$ cat config.mk
export PLATFORM = sky130hd
export DESIGN_NAME = issue_ctrl
export DESIGN_NICKNAME = d
export VERILOG_FILES = /design/src/rtl/issue_ctrl.sv
export SDC_FILE = /design/constraint.sdc
export NUM_CORES = 1
export LEC_CHECK = 0
export BUFFER_PORTS_ARGS = -buffer_cell sky130_fd_sc_hd__buf_2
export CORE_UTILIZATION = 57
export CTS_CLUSTER_DIAMETER = 80
export DETAILED_ROUTE_END_ITERATION = 16
export PLACE_DENSITY = 0.78
export SETUP_SLACK_MARGIN = 0.2
export SLEW_MARGIN = 20
export SYNTH_ARGS = -nofsm -noshare
export SYNTH_HDL_FRONTEND = slang
export SYNTH_SLANG_ARGS = --single-unit
$ cat constraint.sdc
create_clock -name clk -period 4.58 [get_ports clk]
set_input_delay 0.916 -clock clk [delete_from_list [all_inputs] [get_ports clk]]
set_output_delay 0.916 -clock clk [all_outputs]
set_load 0.1 [all_outputs]
$ cat src/rtl/issue_ctrl.sv
// issue_ctrl: single-entry issue stage with a register scoreboard that tracks
// outstanding long-latency writebacks and drains before system/CSR instructions.
`ifndef DECINFO_WIDTH
`define DECINFO_WIDTH 16
`endif
`ifndef DECINFO_GRP_BUS
`define DECINFO_GRP_BUS 2:0
`define DECINFO_GRP_WIDTH 3
`define DECINFO_GRP_ALU 3'd0
`define DECINFO_GRP_BJP 3'd1
`define DECINFO_GRP_MULDIV 3'd2
`define DECINFO_GRP_CSR 3'd3
`define DECINFO_GRP_MEM 3'd4
`define DECINFO_GRP_SYS 3'd5
`endif
`ifndef REG_ADDR_WIDTH
`define REG_ADDR_WIDTH 5
`endif

module issue_ctrl #(
  parameter int unsigned MAX_OUT = 4
) (
  input  logic                       clk,
  input  logic                       rst_n,
  input  logic                       dec_valid_i,
  output logic                       dec_ready_o,
  input  logic [`DECINFO_WIDTH-1:0]  dec_info_i,
  input  logic [`REG_ADDR_WIDTH-1:0] reg1_raddr_i,
  input  logic [`REG_ADDR_WIDTH-1:0] reg2_raddr_i,
  input  logic                       reg_we_i,
  input  logic [`REG_ADDR_WIDTH-1:0] reg_waddr_i,
  output logic                       issue_valid_o,
  input  logic                       ex_ready_i,
  output logic [`DECINFO_WIDTH-1:0]  issue_info_o,
  output logic                       issue_reg_we_o,
  output logic [`REG_ADDR_WIDTH-1:0] issue_reg_waddr_o,
  output logic                       issue_long_o,
  input  logic                       wb_valid_i,
  input  logic [`REG_ADDR_WIDTH-1:0] wb_waddr_i,
  input  logic                       flush_i,
  output logic                       busy_o,
  output logic                       err_o
);

  localparam int unsigned CNT_W = 3;

  typedef enum logic [1:0] {
    ST_EMPTY = 2'd0,
    ST_HOLD  = 2'd1,
    ST_DRAIN = 2'd2
  } state_e;

  state_e                      state_q, state_d;
  logic [`DECINFO_WIDTH-1:0]   info_q, info_d;
  logic                        we_q, we_d, long_q, long_d;
  logic [`REG_ADDR_WIDTH-1:0]  waddr_q, waddr_d, rs1_q, rs1_d, rs2_q, rs2_d;
  logic [31:0]                 pending_q, pending_d, set_mask_s, clr_mask_s;
  logic [CNT_W-1:0]            cnt_q, cnt_d;
  logic                        err_q, err_d;
  logic [`DECINFO_GRP_WIDTH-1:0] dec_grp_s;
  logic dec_long_s, dec_drain_s, hazard_s, at_limit_s;
  logic issue_raw_s, issue_valid_s, issue_fire_s, accept_s, dec_ready_s;
  logic cnt_inc_s, cnt_dec_s;

  assign dec_grp_s   = dec_info_i[`DECINFO_GRP_BUS];
  assign dec_long_s  = (dec_grp_s == `DECINFO_GRP_MULDIV) |
                       ((dec_grp_s == `DECINFO_GRP_MEM) & reg_we_i);
  assign dec_drain_s = (dec_grp_s == `DECINFO_GRP_SYS) | (dec_grp_s == `DECINFO_GRP_CSR);

  // Hazards use registered pending only; a writeback unblocks on the next cycle.
  assign hazard_s   = pending_q[rs1_q] | pending_q[rs2_q] | (we_q & pending_q[waddr_q]);
  assign at_limit_s = (cnt_q == CNT_W'(MAX_OUT));

  // Issue qualification per held-entry state.
  always_comb begin
    issue_raw_s = 1'b0;
    case (state_q)
      ST_HOLD:  issue_raw_s = ~hazard_s & ~(long_q & at_limit_s);
      ST_DRAIN: issue_raw_s = (pending_q == 32'd0) & (cnt_q == {CNT_W{1'b0}});
      default:  issue_raw_s = 1'b0;
    endcase
  end

  assign issue_valid_s = ~flush_i & issue_raw_s;
  assign issue_fire_s  = issue_valid_s & ex_ready_i;
  assign dec_ready_s   = ~flush_i & ((state_q == ST_EMPTY) | issue_fire_s);
  assign accept_s      = dec_valid_i & dec_ready_s;

  assign cnt_inc_s  = issue_fire_s & long_q;
  assign cnt_dec_s  = wb_valid_i & (cnt_q != {CNT_W{1'b0}});
  assign set_mask_s = (cnt_inc_s & (waddr_q != {`REG_ADDR_WIDTH{1'b0}})) ?
                      (32'd1 << waddr_q) : 32'd0;
  assign clr_mask_s = wb_valid_i ? (32'd1 << wb_waddr_i) : 32'd0;

  // Entry, FSM and scoreboard next-state.
  always_comb begin
    state_d   = state_q;
    info_d    = info_q;
    we_d      = we_q;
    long_d    = long_q;
    waddr_d   = waddr_q;
    rs1_d     = rs1_q;
    rs2_d     = rs2_q;
    if (flush_i) begin
      state_d = ST_EMPTY;
    end else if (accept_s) begin
      state_d = dec_drain_s ? ST_DRAIN : ST_HOLD;
      info_d  = dec_info_i;
      we_d    = reg_we_i;
      long_d  = dec_long_s;
      waddr_d = reg_waddr_i;
      rs1_d   = reg1_raddr_i;
      rs2_d   = reg2_raddr_i;
    end else if (issue_fire_s) begin
      state_d = ST_EMPTY;
    end else begin
      state_d = state_q;
    end
    // A same-register set wins over the clear: the new producer is outstanding.
    pending_d = ((pending_q & ~clr_mask_s) | set_mask_s) & ~32'd1;
    case ({cnt_inc_s, cnt_dec_s})
      2'b10:   cnt_d = cnt_q + {{(CNT_W-1){1'b0}}, 1'b1};
      2'b01:   cnt_d = cnt_q - {{(CNT_W-1){1'b0}}, 1'b1};
      default: cnt_d = cnt_q;
    endcase
    err_d = err_q | (wb_valid_i & ((cnt_q == {CNT_W{1'b0}}) |
            ((wb_waddr_i != {`REG_ADDR_WIDTH{1'b0}}) & ~pending_q[wb_waddr_i])));
  end

  // State and scoreboard registers.
  always_ff @(posedge clk or negedge rst_n) begin
    if (!rst_n) begin
      state_q   <= ST_EMPTY;
      info_q    <= {`DECINFO_WIDTH{1'b0}};
      we_q      <= 1'b0;
      long_q    <= 1'b0;
      waddr_q   <= {`REG_ADDR_WIDTH{1'b0}};
      rs1_q     <= {`REG_ADDR_WIDTH{1'b0}};
      rs2_q     <= {`REG_ADDR_WIDTH{1'b0}};
      pending_q <= 32'd0;
      cnt_q     <= {CNT_W{1'b0}};
      err_q     <= 1'b0;
    end else begin
      state_q   <= state_d;
      info_q    <= info_d;
      we_q      <= we_d;
      long_q    <= long_d;
      waddr_q   <= waddr_d;
      rs1_q     <= rs1_d;
      rs2_q     <= rs2_d;
      pending_q <= pending_d;
      cnt_q     <= cnt_d;
      err_q     <= err_d;
    end
  end

  assign dec_ready_o       = dec_ready_s;
  assign issue_valid_o     = issue_valid_s;
  assign issue_info_o      = info_q;
  assign issue_reg_we_o    = we_q;
  assign issue_reg_waddr_o = waddr_q;
  assign issue_long_o      = long_q;
  assign busy_o            = (state_q != ST_EMPTY) | (cnt_q != {CNT_W{1'b0}});
  assign err_o             = err_q;

endmodule

Yosys cells after proc, flatten, opt, wreduce, memory -nomap -nowiden. Cells that the tools add are included.

Logic and storage cells: 82. Output and inout bits: 27. Input port bits: 43. Bits in registers: 70.

Magnitude comparators: 4. Reduce and logical (&&, ||, !) cells: 10. Eq/ne operators: 9. Shifts and indexed selects: 2. Add/sub/neg operators: 2. Bitwise gates (word level): 29. Mux-type cells: 16.

Operator list (number): 32-bit two-way mux (2); 1-bit by 5-bit << shifter with 32-bit output, first input constant (2); 32-bit AND (1); 32-bit zero test (1); 32-bit inverter (1); 32-bit OR (1); 5-bit by 6-bit < comparator with 1-bit output, second input constant (4); 1-bit binary-select mux with 5-bit select (4); 1-bit AND (14); 5-bit nonzero test (2); 3-bit == test, second input constant (3); 2-bit two-way mux (4); 1-bit OR (8); 3-bit by 2-bit == test with 1-bit output, second input constant (2); 3-bit case mux with 2 select lines (1); 3-bit nonzero test (2); 2-bit by 1-bit == test with 1-bit output, second input constant (2); 2-bit == test, second input constant (2); 1-bit two-way mux (4); 1-bit inverter (4); 2-bit nonzero test (2); 3-bit by 1-bit adder with 3-bit output, second input constant (1); 3-bit zero test (1); 3-bit by 1-bit subtractor with 3-bit output, second input constant (1); 3 further kinds (3).

Longest topological paths before layout. Gate-level depths: netlist of the first run.

Depth in word-level cells: 14. Gate-level depth with buffers: 16. Depth with buffers taken out: 12.

Worst setup path after synthesis of the first run. OpenSTA, ideal clock, no wires.

Kind: reg2out. Start: register waddr_q[1] (netlist: issue_reg_waddr_o[1]). End: output port dec_ready_o. Data required time: 3.664 ns. Setup slack: -0.173 ns. Stages on the path, launching flop included: 10. Path buffers: 2. Arrival time: 3.837 ns. Cell sequence: dfrtp_1 buf_2 clkbuf_1 mux4_2 a22oi_1 a31oi_1 a41oi_1 nand2_1 o21a_1 nor2_1.

Longest elaborated chain between the ends: 11.

Ends and longest elaborated chain: start: declaration (line 56) `` logic [`REG_ADDR_WIDTH-1:0] waddr_q, waddr_d, rs1_q, rs1_d, rs2_q, rs2_d; ``; start signal: assignment (line 137) `` waddr_q <= {`REG_ADDR_WIDTH{1'b0}}; ``; start signal: assignment (line 148) `waddr_q <= waddr_d;`; 1-bit binary-select mux with 5-bit select (line 71) `assign hazard_s = pending_q[rs1_q] | pending_q[rs2_q] | (we_q & pending_q[waddr_q]);`; 1-bit two-way mux (implied by the code) (line 71); 1-bit AND (line 71); 1-bit OR (line 71); 1-bit inverter (line 78) `ST_HOLD: issue_raw_s = ~hazard_s & ~(long_q & at_limit_s);`; 1-bit AND (line 78); 1-bit case mux with 2 select lines (line 77) `case (state_q)`; 1-bit AND (line 84) `assign issue_valid_s = ~flush_i & issue_raw_s;`; 1-bit AND (line 85) `assign issue_fire_s = issue_valid_s & ex_ready_i;`; 1-bit OR (line 86) `assign dec_ready_s = ~flush_i & ((state_q == ST_EMPTY) | issue_fire_s);`; 1-bit AND (line 86); end: declaration (line 26) `output logic dec_ready_o,`.

Every way passes these cells. The select of a mux whose other input is x is not followed.

Worst setup path in the final report of the first run.
Start: register rs2_q[0]. End: output port issue_valid_o.

Longest elaborated chain between the ends: 8.

Ends and longest elaborated chain: start: declaration (line 56); start signal: assignment (line 139) `` rs2_q <= {`REG_ADDR_WIDTH{1'b0}}; ``; start signal: assignment (line 150) `rs2_q <= rs2_d;`; 1-bit binary-select mux with 5-bit select (line 71); 1-bit two-way mux (implied by the code) (line 71); 1-bit OR (2 in series) (line 71); 1-bit inverter (line 78); 1-bit AND (line 78); 1-bit case mux with 2 select lines (line 77); 1-bit AND (line 84); end: declaration (line 32) `output logic issue_valid_o,`.

Every way passes these cells. The select of a mux whose other input is x is not followed.

==> flow_summary_export.csv, run 1 <==
group,metric,value,unit
detailed_routing,dr.pass1.iters,6,
die,ios,70,
synth,synth_top_cell_area_share,0.422,
critical_path,crit_type,"reg -> out",
clock_network,cts_buffer_depth,2,
timing,worst_slack,0.485,ns
global_routing,grt_usage,0.318,
detailed_routing,ant_nets,0,
power,p_sw,0.966,mW
power,p_seq_frac,0.379,
power,p_clk_frac,0.260,
die,core_area,0.00691,sq mm
clock_network,clock_latency,0.36,ns
synth,synthArstFlopShare,1.00,
synth,seq_area_frac_synth,0.422,
detailed_routing,via_per_inst,6.79,
timing,drv_slew,0,
timing,rsz0062_at_grt,"no",
clock_network,clock_sinks,70,
critical_path,rrSetupSlack,0.91,ns
detailed_routing,routed_wl,11400,microns
global_routing,grt_pass1_vias,3308,
synth,synth_edf_count,0,
power,internal-power,1.25,mW
synth,synth_top_area_cell,"dfrtp_1",
die,core.rowCount,30,
synth,synth_commonest_cells,"dfrtp_1 (70), o21ai_0 (50), mux2_2 (36), mux4_2 (26), nor2b_1 (17)",
clock_network,clk_pin_slew,0.08,ns
hold_path,hold_class,"reg -> reg",
layout,area_growth,14.8,%
synth,synth.distinct_cells,48,
synth,yosys-top-cells-area,"dfrtp_1 (42%), mux4_2 (14%), mux2_2 (9.8%)",
power,swShare,0.437,
clock_network,cts_root_buffer,"clkbuf_8",
synth,ys_ff_latch,70,
die,start_util,0.600,
global_routing,antenna_found_initial,0,
global_routing,gr-total-overflow,0,
clock_network,postCtsSetupRepairBufs,0,
detailed_routing,via_count,3506,
power,p_comb_frac,0.362,
timing,setup_viol,0,
place,portBuffers,69,
layout,num-fill-cells,525,
layout,drive_gt1_frac,0.367,
timing,finalClockSkew,0.0119,ns
clock_network,htree_num_levels,3,
detailed_routing,routedWlPerCell,22.1,microns
run_status,status,"complete, no violations",
layout,final_cells,516,
timing,period_share,0.894,
timing,relSlewSlack,0.430,
timing,finalCriticalPeriod,4.10,ns
synth,yosysMostFrequentCell,"dfrtp_1",
die,die_h,87.3,microns
clock_network,ctsResizeCount,0,
power,p_leak,2.02,nW
power,peakVddDrop,0.307,mV
die,dieArea,0.00762,sq mm
critical_path,worstSetupStartpointType,"flip-flop",
synth,syn_area,0.00415,sq mm
synth,synth.avg_cell_area,11.7,sq um
place,dp.cells,500,
synth,synth_nets,401,
place,dp_slack,0.923,ns
clock_network,ctsHoldBuffers,0,
critical_path,cp.arrival,3.18,ns
timing,fmax,244,MHz
power,p_per_area,465,mW/mm^2
synth,synth_flop_cell,"dfrtp_1",
synth,syn_inst,353,
place,gp_congestion,0.979,
die,die_w,87.3,microns
critical_path,crit_path_end_kind,"output pin",
critical_path,path_max_fanout,10,
timing,timing_worst_slew_pin_value,0.834,ns
critical_path,cp.required,3.66,ns
place,dp_hpwl,8100,microns
timing,hold_viol_final,0,
detailed_routing,drtIter0Drc,281,
synth,yosysWarningCount,0,
clock_network,tritoncts,"yes",
timing,fin_tns_setup,0,ns
clock_network,cts_inserted_buffers,9,
power,finalPower,2.21,mW
global_routing,grt_max_degree,40,
global_routing,grt_pass1_wl,17700,microns
detailed_routing,route.detailed.drc,0,
run,maxCapViolations,0,
layout,diodes,0,
layout,final_nets,463,
worst max-delay path: stages (launching register included):
cell	delay, ns
dfrtp_1	0.63
mux4_2	0.56
mux2_2	0.29
a311oi_1	0.38
and4_1	0.27
or2_2	0.12
and3b_1	0.15
buf_2	0.42
cells in the final DEF, fill, tap and decap left out, drive strengths merged, types with 3 or more instances in the layout:
master | synthesis | final
mux4 | 26 | 26
nor2b | 17 | 17
or4 | 4 | 4
or2 | 3 | 3
nor2 | 5 | 5
o21ai | 50 | 50
nand2b | 6 | 6
o41ai | 12 | 12
mux2i | 10 | 10
nand3 | 9 | 9
nand2 | 14 | 14
mux2 | 37 | 37
a221oi | 4 | 4
ha | 4 | 4
inv | 12 | 13
o31ai | 5 | 5
buf | 10 | 72
a2111oi | 4 | 4
dfrtp | 70 | 70
nor4 | 10 | 10
clkbuf | 11 | 10
layer usage:
layer	track usage	wire, microns
met1	0.410	4220
met2	0.514	5470
met3	0.0844	1310
met4	0.127	384
met5	0	0
logic make-up after synthesis:
group           count (synthesis)  share of synthesized area
flops                          70                      0.422
mux                            73                      0.266
fa+ha+maj                       5                     0.0169
xor+xnor                        3                    0.00634
compound gates                 89                      0.138
simple gates                   80                      0.113
buf+inv                        33                     0.0374
stage by stage:
stage / utilization / hold slack (ns) / instance area, sq um
finish: 0.689 / 0.465 / 4760
global route: 0.689 / 0.482 / 4760
CTS: 0.689 / 0.470 / 4760
detailed placement: 0.655 / 0.451 / 4530
global placement: 0.655 / 0.449 / 4530
floorplan: - / 0.464 / 4150
final timing paths:
kind,start,to,cells after the start
worst max-delay path,rs2_q[0]$_DFFE_PN0P_,issue_valid_o,7
worst min-delay path,err_o$_DFF_PN0_,err_o$_DFF_PN0_,1
worst max register to register,issue_reg_waddr_o[1]$_DFFE_PN0P_,cnt_q[2]$_DFFE_PN0P_,13
worst min register to register,err_o$_DFF_PN0_,err_o$_DFF_PN0_,1
max in group asynchronous,rst_n,pending_q[5]$_DFF_PN0_,2
min in group asynchronous,rst_n,rs1_q[1]$_DFFE_PN0P_,1
cell type report:
class / instances / area (sq um) / share of cell area
clock buffers: 10 / 138 / 0.0289
inverters: 12 / 45.0 / 0.00947
flip-flops and latches: 70 / 1750 / 0.368
repair buffers: 72 / 368 / 0.0773
well taps: 96 / 120 / 0.0252
multi-input cells: 250 / 2240 / 0.471
clock inverters: 6 / 93.8 / 0.0197
flip-flops by register name (all words and copies together) (netlist names):
name	flops
cnt_q	3
err_o	1
issue_info_o	16
issue_long_o	1
issue_reg_waddr_o	5
issue_reg_we_o	1
pending_q	31
rs1_q	5
rs2_q	5
state_q	2
power groups by stage:
stage,logic [mW],clock network (mW),registers [mW]
after CTS,0.802,0.578,0.835
after floorplan,0.365,0,1.12
after global placement,0.784,0,0.841
after detailed placement,0.799,0,0.847
final,0.800,0.574,0.838
after global routing,0.843,0.605,0.852
Note: power is estimated with default switching activity, not from simulation.
==> inputs of run 2 (changes only) <==
- clock period: 4.58 -> 4.2 ns (I/O delays scaled with it)
==> run 2 against run 1 <==
Compared with the run above: design area shrank 0.81%; global-route usage fell by 2.3 points; cell count up 0.19%; combinational power rose by 9.0%; largest cell class unchanged; die area is the same; setup slack got worse by 0.10 ns; critical path type unchanged; highest routed layer unchanged; sequential power increased by 9.1%.
==> flow_summary_export.csv, run 2 (synthesis results as in run 1) <==
group,metric,value,unit
layout,design_area,0.00472,sq mm
place,gp_congestion,0.984,
detailed_routing,routed_wl,10600,microns
run_status,status,"complete, no violations",
detailed_routing,dr.pass1.iters,5,
layout,final_common_cell,"buf_2",
detailed_routing,top_layer,"met4",
clock_network,htree_num_levels,3,
critical_path,cp.required,3.36,ns
timing,period_share,0.909,
global_routing,antenna_found_initial,0,
critical_path,crit_path_end_kind,"output pin",
timing,fin_tns_setup,0,ns
global_routing,grt_pass1_vias,3272,
global_routing,grt_usage,0.295,
critical_path,r2r-end,"issue_info_o[6]$_DFFE_PN0P_",
die,start_util,0.600,
detailed_routing,wl_met1,4210,microns
power,swShare,0.462,
detailed_routing,via_count,3444,
detailed_routing,routedWlPerCell,20.4,microns
die,core.rowCount,30,
critical_path,path_buf_inv,1,
power,p_comb_frac,0.383,
detailed_routing,via_per_inst,6.66,
place,dp_slack,0.605,ns
power,p_sw,1.05,mW
run,maxCapViolations,0,
place,dp_hpwl,7700,microns
die,dieArea,0.00762,sq mm
critical_path,crit_chain,"mux4_2 -> o2111a_1 -> nor4_1 -> and4_1 -> or2_2 -> and3b_2 -> clkbuf_4",
critical_path,worstSetupStartpointType,"flip-flop",
place,dpl_cell_area,0.00454,sq mm
clock_network,clk_pin_slew,0.08,ns
critical_path,startpoint,"rs1_q[2]$_DFFE_PN0P_",
critical_path,reg2reg_depth,8,
clock_network,ctsHoldBuffers,0,
power,p_clk_frac,0.215,
critical_path,slowest_stage,"dfrtp_1",
clock_network,postCtsSetupRepairBufs,0,
hold_path,hold_class,"in -> async",
clock_network,cts_buffer_depth,2,
timing,fmax,262,MHz
critical_path,crit_family,"simple AND/OR/NAND/NOR gates",
global_routing,grt_pass1_wl,16800,microns
global_routing,gr-total-overflow,0,
detailed_routing,ant_nets,0,
timing,drv_slew,0,
power,peakVddDrop,0.281,mV
die,core_area,0.00691,sq mm
critical_path,r2r-start,"rs1_q[2]$_DFFE_PN0P_",
layout,largest_reg_flops,31,
critical_path,rrSetupSlack,0.97,ns
die,die_w,87.3,microns
layout,diodes,0,
layout,area_growth,13.8,%
critical_path,path_max_fanout,11,
timing,relSlewSlack,0.626,
timing,finalClockSkew,0.00895,ns
clock_network,cts_inserted_buffers,9,
detailed_routing,wl_met2,5060,microns
power,internal-power,1.22,mW
clock_network,clock_latency,0.35,ns
timing,rsz0062_at_grt,"yes",
timing,setup_viol,0,
layout,final_cell_mix,"buf_2 (67), dfrtp_1 (66), o21ai_0 (50)",
clock_network,tritoncts,"yes",
power,finalPower,2.28,mW
power,p_seq_frac,0.402,
place,portBuffers,69,
die,ios,70,
critical_path,crit_type,"reg -> out",
critical_path,worst-path-stages,7,
global_routing,grt_max_degree,36,
die,die_h,87.3,microns
detailed_routing,route.detailed.drc,0,
detailed_routing,wl_met3,1080,microns
clock_network,clock_sinks,70,
power,p_per_area,482,mW/mm^2
power,p_leak,1.99,nW
timing,finalCriticalPeriod,3.82,ns
layout,final_nets,464,
timing,worst_slack,0.383,ns
layout,num-fill-cells,557,
detailed_routing,drtIter0Drc,323,
timing,worst_hold_slack,0.432,ns
layout,drive_gt1_frac,0.378,
timing,timing_worst_slew_pin_value,0.547,ns
critical_path,cp.arrival,2.98,ns
critical_path,cp_slowest_stage_delay,0.63,ns
timing,hold_viol_final,0,
clock_network,cts_root_buffer,"clkbuf_8",
layout,largest_register,"pending_q",
[run 2: power groups by stage]
| stage | Combinational (mW) | Clock [mW] | Sequential, mW |
|---|---|---|---|
| after global placement | 0.855 | 0 | 0.920 |
| after global routing | 0.919 | 0.529 | 0.932 |
| after CTS | 0.874 | 0.500 | 0.912 |
| final | 0.872 | 0.489 | 0.914 |
| after floorplan | 0.398 | 0 | 1.22 |
| after detailed placement | 0.871 | 0 | 0.925 |
[run 2: worst max path at each step]
stage	end
2_1_floorplan	cnt_q[2]$_DFFE_PN0P_
3_3_place_gp	issue_valid_o
3_5_place_dp	issue_valid_o
4_1_cts	issue_valid_o
5_1_grt	issue_valid_o
6_report	issue_valid_o
[run 2: layout make-up]
type | instances | area, sq um | area share
inverters | 12 | 45.0 | 0.00954
clock inverters | 6 | 46.3 | 0.00981
multi-input cells | 250 | 2240 | 0.475
clock buffers | 10 | 128 | 0.0270
well taps | 96 | 120 | 0.0255
flip-flops and latches | 70 | 1760 | 0.372
repair buffers | 73 | 380 | 0.0806
[run 2: routing by layer]
layer / GRT usage / vias up
met5: 0 / -
met4: 0.109 / 0
met3: 0.0777 / 26
met2: 0.451 / 232
met1: 0.407 / 1682
li1: - / 1504
[run 2: through the flow]
step	utilization	cells
6_report	0.683	517
5_1_grt	0.683	517
4_1_cts	0.682	517
3_5_place_dp	0.657	501
3_3_place_gp	0.657	501
2_1_floorplan	-	353
[run 2: repair_timing]
action / CTS / global route
pin swaps: 0 / 0
setup endpoints to repair: 1 / 2
gates resized for setup: 1 / 3
